===== config.mk =====
export PLATFORM = sky130hd
export DESIGN_NAME = snn_potential_accumulator
export DESIGN_NICKNAME = d
export VERILOG_FILES = /design/src/rtl/snn_potential_accumulator.sv
export SDC_FILE = /design/constraint.sdc
export NUM_CORES = 1
export LEC_CHECK = 0
export ABC_AREA = 1
export BUFFER_PORTS_ARGS = -buffer_cell sky130_fd_sc_hd__buf_4
export CORE_ASPECT_RATIO = 0.7
export CORE_MARGIN = 2
export CORE_UTILIZATION = 40
export CTS_BUF_LIST = sky130_fd_sc_hd__clkbuf_8
export DETAILED_ROUTE_END_ITERATION = 16
export PLACE_DENSITY_LB_ADDON = 0.1
export SYNTH_ARGS = -nofsm -noshare
export SYNTH_HDL_FRONTEND = slang
export SYNTH_SLANG_ARGS = --single-unit

===== constraint.sdc =====
create_clock -name clk -period 4.7 [get_ports clk]
set_clock_uncertainty 0.15 [all_clocks]
set_input_delay 0.235 -clock clk [delete_from_list [all_inputs] [get_ports clk]]
set_output_delay 0.235 -clock clk [all_outputs]
set_load 0.02 [all_outputs]

===== src/rtl/snn_potential_accumulator.sv =====
// Membrane-potential accumulator for an SNN output layer: integrates signed
// contributions per class over NUM_STEPS timesteps. Optional leak: SNN_ACC_LEAK_EN.
module snn_potential_accumulator #(
   parameter int VEC_LEN    = 3,
   parameter int DATA_W     = 48,
   parameter int WEIGHT_W   = 16,
   parameter int NUM_STEPS  = 16,
   parameter int LEAK_SHIFT = 4
) (
   input  logic                        clk,
   input  logic                        rst,
   input  logic                        i_start,
   input  logic                        i_valid,
   output logic                        o_ready,
   input  logic [$clog2(VEC_LEN)-1:0]  i_class,
   input  logic [WEIGHT_W-1:0]         i_weight,
   input  logic                        i_step_end,
   output logic                        o_busy,
   output logic                        o_err,
   output logic                        o_valid,
   output logic [VEC_LEN*DATA_W-1:0]   o_potentials_flat
);

   // state | meaning
   // IDLE  | waiting for i_start; last window's potentials held
   // ACCUM | accepting contribution beats
   // LEAK  | one-cycle decay of every potential after a step (leak build only)
   // DONE  | o_valid pulse, potentials final

   localparam int CLS_W = $clog2(VEC_LEN);
   localparam int CNT_W = (NUM_STEPS > 1) ? $clog2(NUM_STEPS) : 1;

   localparam logic [1:0] S_IDLE  = 2'd0;
   localparam logic [1:0] S_ACCUM = 2'd1;
`ifdef SNN_ACC_LEAK_EN
   localparam logic [1:0] S_LEAK  = 2'd2;
`endif
   localparam logic [1:0] S_DONE  = 2'd3;

   localparam logic signed [DATA_W-1:0] POT_MAX = {1'b0, {(DATA_W-1){1'b1}}};
   localparam logic signed [DATA_W-1:0] POT_MIN = {1'b1, {(DATA_W-1){1'b0}}};
   localparam logic [CNT_W-1:0]         LAST_STEP = CNT_W'(NUM_STEPS - 1);

   if (VEC_LEN < 2 || WEIGHT_W >= DATA_W || NUM_STEPS < 1 ||
       LEAK_SHIFT < 0 || LEAK_SHIFT >= DATA_W) begin : g_param_check
      $error("snn_potential_accumulator: illegal parameter combination");
   end

   logic [1:0]               state, state_nxt;
   logic signed [DATA_W-1:0] pot     [VEC_LEN];
   logic signed [DATA_W-1:0] pot_nxt [VEC_LEN];
   logic [CNT_W-1:0]         step_cnt, step_cnt_nxt;
   logic                     err_q, err_nxt;
   logic                     accept, class_bad, last_step;
   logic signed [DATA_W-1:0] weight_ext;

   // One extra bit of headroom; differing top two bits means overflow.
   function automatic logic signed [DATA_W-1:0] sat_add(
      input logic signed [DATA_W-1:0] a,
      input logic signed [DATA_W-1:0] b
   );
      logic signed [DATA_W:0] s;
      s = {a[DATA_W-1], a} + {b[DATA_W-1], b};
      if (s[DATA_W] != s[DATA_W-1])
         sat_add = s[DATA_W] ? POT_MIN : POT_MAX;
      else
         sat_add = s[DATA_W-1:0];
   endfunction

   assign accept     = i_valid && o_ready;
   assign class_bad  = {1'b0, i_class} >= (CLS_W+1)'(VEC_LEN);
   assign last_step  = (step_cnt == LAST_STEP);
   assign weight_ext = {{(DATA_W-WEIGHT_W){i_weight[WEIGHT_W-1]}}, i_weight};

   always_comb begin
      state_nxt    = state;
      step_cnt_nxt = step_cnt;
      err_nxt      = 1'b0;
      for (int k = 0; k < VEC_LEN; k++) pot_nxt[k] = pot[k];

      case (state)
         S_IDLE: begin
            if (i_start) begin
               for (int k = 0; k < VEC_LEN; k++) pot_nxt[k] = '0;
               step_cnt_nxt = '0;
               state_nxt    = S_ACCUM;
            end
         end
         S_ACCUM: begin
            if (accept) begin
               err_nxt = class_bad;
               for (int k = 0; k < VEC_LEN; k++) begin
                  if (!class_bad && i_class == CLS_W'(k))
                     pot_nxt[k] = sat_add(pot[k], weight_ext);
               end
               if (i_step_end) begin
`ifdef SNN_ACC_LEAK_EN
                  state_nxt = S_LEAK;
`else
                  if (last_step) state_nxt = S_DONE;
                  else           step_cnt_nxt = step_cnt + 1'b1;
`endif
               end
            end
         end
`ifdef SNN_ACC_LEAK_EN
         // Subtracting a same-signed fraction moves toward zero, so no clamp.
         S_LEAK: begin
            for (int k = 0; k < VEC_LEN; k++)
               pot_nxt[k] = pot[k] - (pot[k] >>> LEAK_SHIFT);
            if (last_step) begin
               state_nxt = S_DONE;
            end else begin
               step_cnt_nxt = step_cnt + 1'b1;
               state_nxt    = S_ACCUM;
            end
         end
`endif
         S_DONE:  state_nxt = S_IDLE;
         default: state_nxt = S_IDLE;
      endcase
   end

   always_ff @(posedge clk) begin
      if (rst) begin
         state    <= S_IDLE;
         step_cnt <= '0;
         err_q    <= 1'b0;
         for (int k = 0; k < VEC_LEN; k++) pot[k] <= '0;
      end else begin
         state    <= state_nxt;
         step_cnt <= step_cnt_nxt;
         err_q    <= err_nxt;
         for (int k = 0; k < VEC_LEN; k++) pot[k] <= pot_nxt[k];
      end
   end

   assign o_ready = (state == S_ACCUM);
   assign o_busy  = (state != S_IDLE);
   assign o_valid = (state == S_DONE);
   assign o_err   = err_q;

   for (genvar g = 0; g < VEC_LEN; g++) begin : g_flat
      assign o_potentials_flat[(g+1)*DATA_W-1 -: DATA_W] = pot[g];
   end

endmodule


==> impl_results.md <==
* Library cells used by synthesis at 41
* Mapped Area at roughly 18000 sq um
* GP Congestion at 1.12
* Setup TNS at 0 ns
* DR iter-0 viols at 2221
* RR Endpoint: pot[0][116]
* Cell mode on critical path: nand2_1
* Setup ws final at slightly above 0.6 ns
* Post-detail-place hpwl at around 63000 um
* H-tree depth at 4
* CP max stage cell: ha_1
* Core Util, Final at ~46%
* Worst-path clk slew at 0.09 ns
* Comb pwr share at 38.6%
* Final WL at 76400 um
* Min cycle time layout at 4.10 ns
* CTS tree: yes
* Routed Antenna Nets at 0
* FF+latch count, synth at 151
* R2R Setup Slk at between 0.6 and 0.7 ns
* Final hold slack at 0.123 ns
* Status: completed
* Total GRT Usage at between 30% and 40%
* Power Dens Cells at roughly 210 nW/um^2
* Worst Path Required at 4.92 ns
* DP Cell Count at 3922
* # port buffers at 170
* CP top delay family: simple AND/OR/NAND/NOR gates
* Pint at 2.47 mW
* FF-to-FF path depth at 18
* Multi-input logic area at 12700 sq um
* Diodes inserted at 0
* Filler cell count in the final layout at about 5000
* Post-synth ARST share at 0%
* Critical path type: flop to flop
* Tightest Pin Transition at approximately 1.1 ns
* Mapped Cells at 3199
* Design Power at 4.31 mW
* Die height at 182 um
* Main flop type after synthesis: dfxtp_1
* HP Start: i_weight[0]
* Top-level I/O count at 171
* Cts bufs inserted at 17
* WHS Endpoint: pot[0][0]
* Fin area at 20400 sq um
* Root Buffer: clkbuf_8
* Switching Share at 42.7%
* VDD IR-drop max at around 270 uV
* Hold Path Depth at 6
* Count of nets after finishing at 3519
* Part of the power in registers at between 30% and 40%
* Critical-path cell list: ha_1 -> fa_1 -> nand2_1 -> o21ai_2 -> nand2_1 -> nand2_1 -> nand2_1 -> nand2_1 -> nand2_1 -> nand3_1 -> nand2_1 -> and2_1 -> ha_1 -> inv_1 -> buf_4 -> o21ai_0 -> nand3_1 -> a21oi_1
* Slew Viols, Final at 0
* Synth warn at 0
* Core area at 44800 sq um
* Synth top area cells: nand2_1 22%, dfxtp_1 17%, ha_1 10%, inv_1 9.9%, a21oi_1 8.4%
* Total congestion overflow at 0
* Layout cells sized above 1 at about 11%
* Placed Area at around 20000 sq um
* Worst path arrival time at roughly 4.3 ns
* Via density at 5.40
* Final setup viols at 0
* Clock power frac at 29.2%
* Routed vias at around 21000
* Post-synth net total at 3374
* Clk_lat worst skew at between 0.5 and 0.6 ns
* Top-area cell type share of the netlist area at about 22%
* Drt drc at 0
* Area leader, netlist: nand2_1
* Buf+Inv Stages, Crit Path at 2
* Tcrit/Tclk final at 87.2%
* Maximum fanout along the worst path at 21
* Setup Fix Bufs, Post-CTS at 0
* Reg area at 3020 sq um
* Vias in the first global route at ~19000
* Die X at 258 um
* Largest net degree at the start of global routing at 116
* Crit path largest cell delay at ~0.45 ns
* CP Launch Type: flop
* HP Class: input port to flop
* Net switching power at 1.84 mW
* Die area at 46800 sq um
* Final hold vios at 0
* Leak at 10.5 nW
* Area Overhead vs Synth at 13.2%
* Non-filler cells, final at 3960
* Max-cap viol count at 0
* CP Capture Type: flop
* Routed wire per std cell at 19.3 um
* Max clock buf depth at 2
* Worst slack, placed at 0.445 ns
* Fmax at about 240 MHz
* Initial antenna violation count at 1
* Slew Limit Headroom at 27.1%
* Mean post-synth cell area at about 5.6 sq um
* RSZ-0062 raised after global routing: false
* First-pass GRT wire length at 114000 um
* Standard-cell rows at 65
* Clock Sinks at ~150
* Starting density of the core at 40.2%
* Register area share after synthesis at roughly 17%
* Worst reg2reg path startpoint: pot[0][96]
* Drt pass-1 iters at 7
* Number of flops mapped to enable cells by yosys at 0
-- state kept, by name, indices dropped and copies added (netlist names) --
signal	cells
pot	144
state	2
o_err	1
step_cnt	4
-- power groups by stage --
stage / registers, mW / clock network, mW / logic (mW)
2_1_floorplan: 1.46 / 0 / 1.08
3_3_place_gp: 1.42 / 0 / 1.63
3_5_place_dp: 1.42 / 0 / 1.63
4_1_cts: 1.39 / 1.29 / 1.64
5_1_grt: 1.39 / 1.33 / 1.82
6_report: 1.39 / 1.26 / 1.66
-- routing by layer --
metal | vias to the layer above | wire [um] | track usage [%]
met5 | - | 0 | 0
met4 | 0 | 1270 | 5.80
met3 | 63 | 7020 | 6.78
met2 | 837 | 29200 | 43.0
met1 | 9913 | 38900 | 49.9
li1 | 10600 | - | -
-- cells by family after synthesis --
kind of cell,after synthesis,share of synthesized area [%]
XOR/XNOR,38,1.85
adder cells (fa/ha/maj),152,10.7
flip-flops,151,16.8
buffers and inverters,574,12.8
AO/OA/AOI/OAI,501,15.1
AND/OR/NAND/NOR,1783,42.8
-- cell type report --
class / instances / share of cell area [%]
Clock buffer: 18 / 1.21
Clock inverter: 14 / 1.02
Inverter: 498 / 9.15
Multi-Input combinational cell: 2474 / 62.4
Sequential cell: 151 / 14.8
Tap cell: 603 / 3.69
Timing Repair Buffer: 202 / 7.70
-- synth_stat cells, types with 2 or more instances --
cell	number
nor2_1	229
o21ai_0	130
a21oi_1	302
buf_1	4
nand3_2	34
nor2_2	10
buf_6	15
xor2_1	8
nand3_1	299
inv_2	21
dfxtp_1	151
nand2_2	23
a21o_1	4
o21bai_1	23
or2_2	16
nor3_1	51
nand2_1	1038
xnor2_1	30
clkbuf_1	43
nand4_1	54
a21oi_2	35
inv_1	476
ha_1	149
nand3b_1	10
fa_1	3
nor3b_1	2
o21a_1	2
a31o_2	2
buf_2	9
buf_4	4
nor2_4	5
or2_1	2
and2_1	7
-- worst register-to-register path: cells and delay by family (launching register included) --
family,cells,cell delay [ns]
fa+ha+maj,3,1.20
compound gates,3,0.47
buf+inv,2,0.42
simple gates,10,1.34
flops,1,0.39
-- timing repair --
item / 4_1_cts / 5_1_grt
gates resized for setup: 0 / 0
endpoints found under the hold margin: 5 / 0
hold buffers: 6 / 0
-- cells in the final DEF, fill, tap and decap left out, types with 18 or more instances in the layout --
cell type | Yosys | routed
a21oi_1 | 302 | 301
a21oi_2 | 35 | 34
buf_4 | 4 | 192
clkbuf_8 | 0 | 18
dfxtp_1 | 151 | 151
ha_1 | 149 | 149
inv_1 | 476 | 476
inv_2 | 21 | 21
nand2_1 | 1038 | 1036
nand2_2 | 23 | 25
nand3_1 | 299 | 299
nand3_2 | 34 | 34
nand4_1 | 54 | 54
nor2_1 | 229 | 227
nor3_1 | 51 | 51
o21ai_0 | 130 | 130
o21bai_1 | 23 | 23
xnor2_1 | 30 | 30
-- worst max path at each step --
stage | cells past startpoint | endpoint | from | slack, ns
6_report | 18 | pot[0][116] | pot[0][96] | 0.60
3_5_place_dp | 18 | pot[0][111] | i_weight[15] | 0.44
4_1_cts | 17 | pot[0][119] | pot[0][96] | 0.63
5_1_grt | 18 | pot[0][99] | pot[0][96] | 0.31
3_3_place_gp | 18 | pot[0][115] | i_weight[15] | 0.47
2_1_floorplan | 18 | pot[0][136] | pot[0][96] | 1.39
No activity file was read; power rests on OpenSTA's default activity.
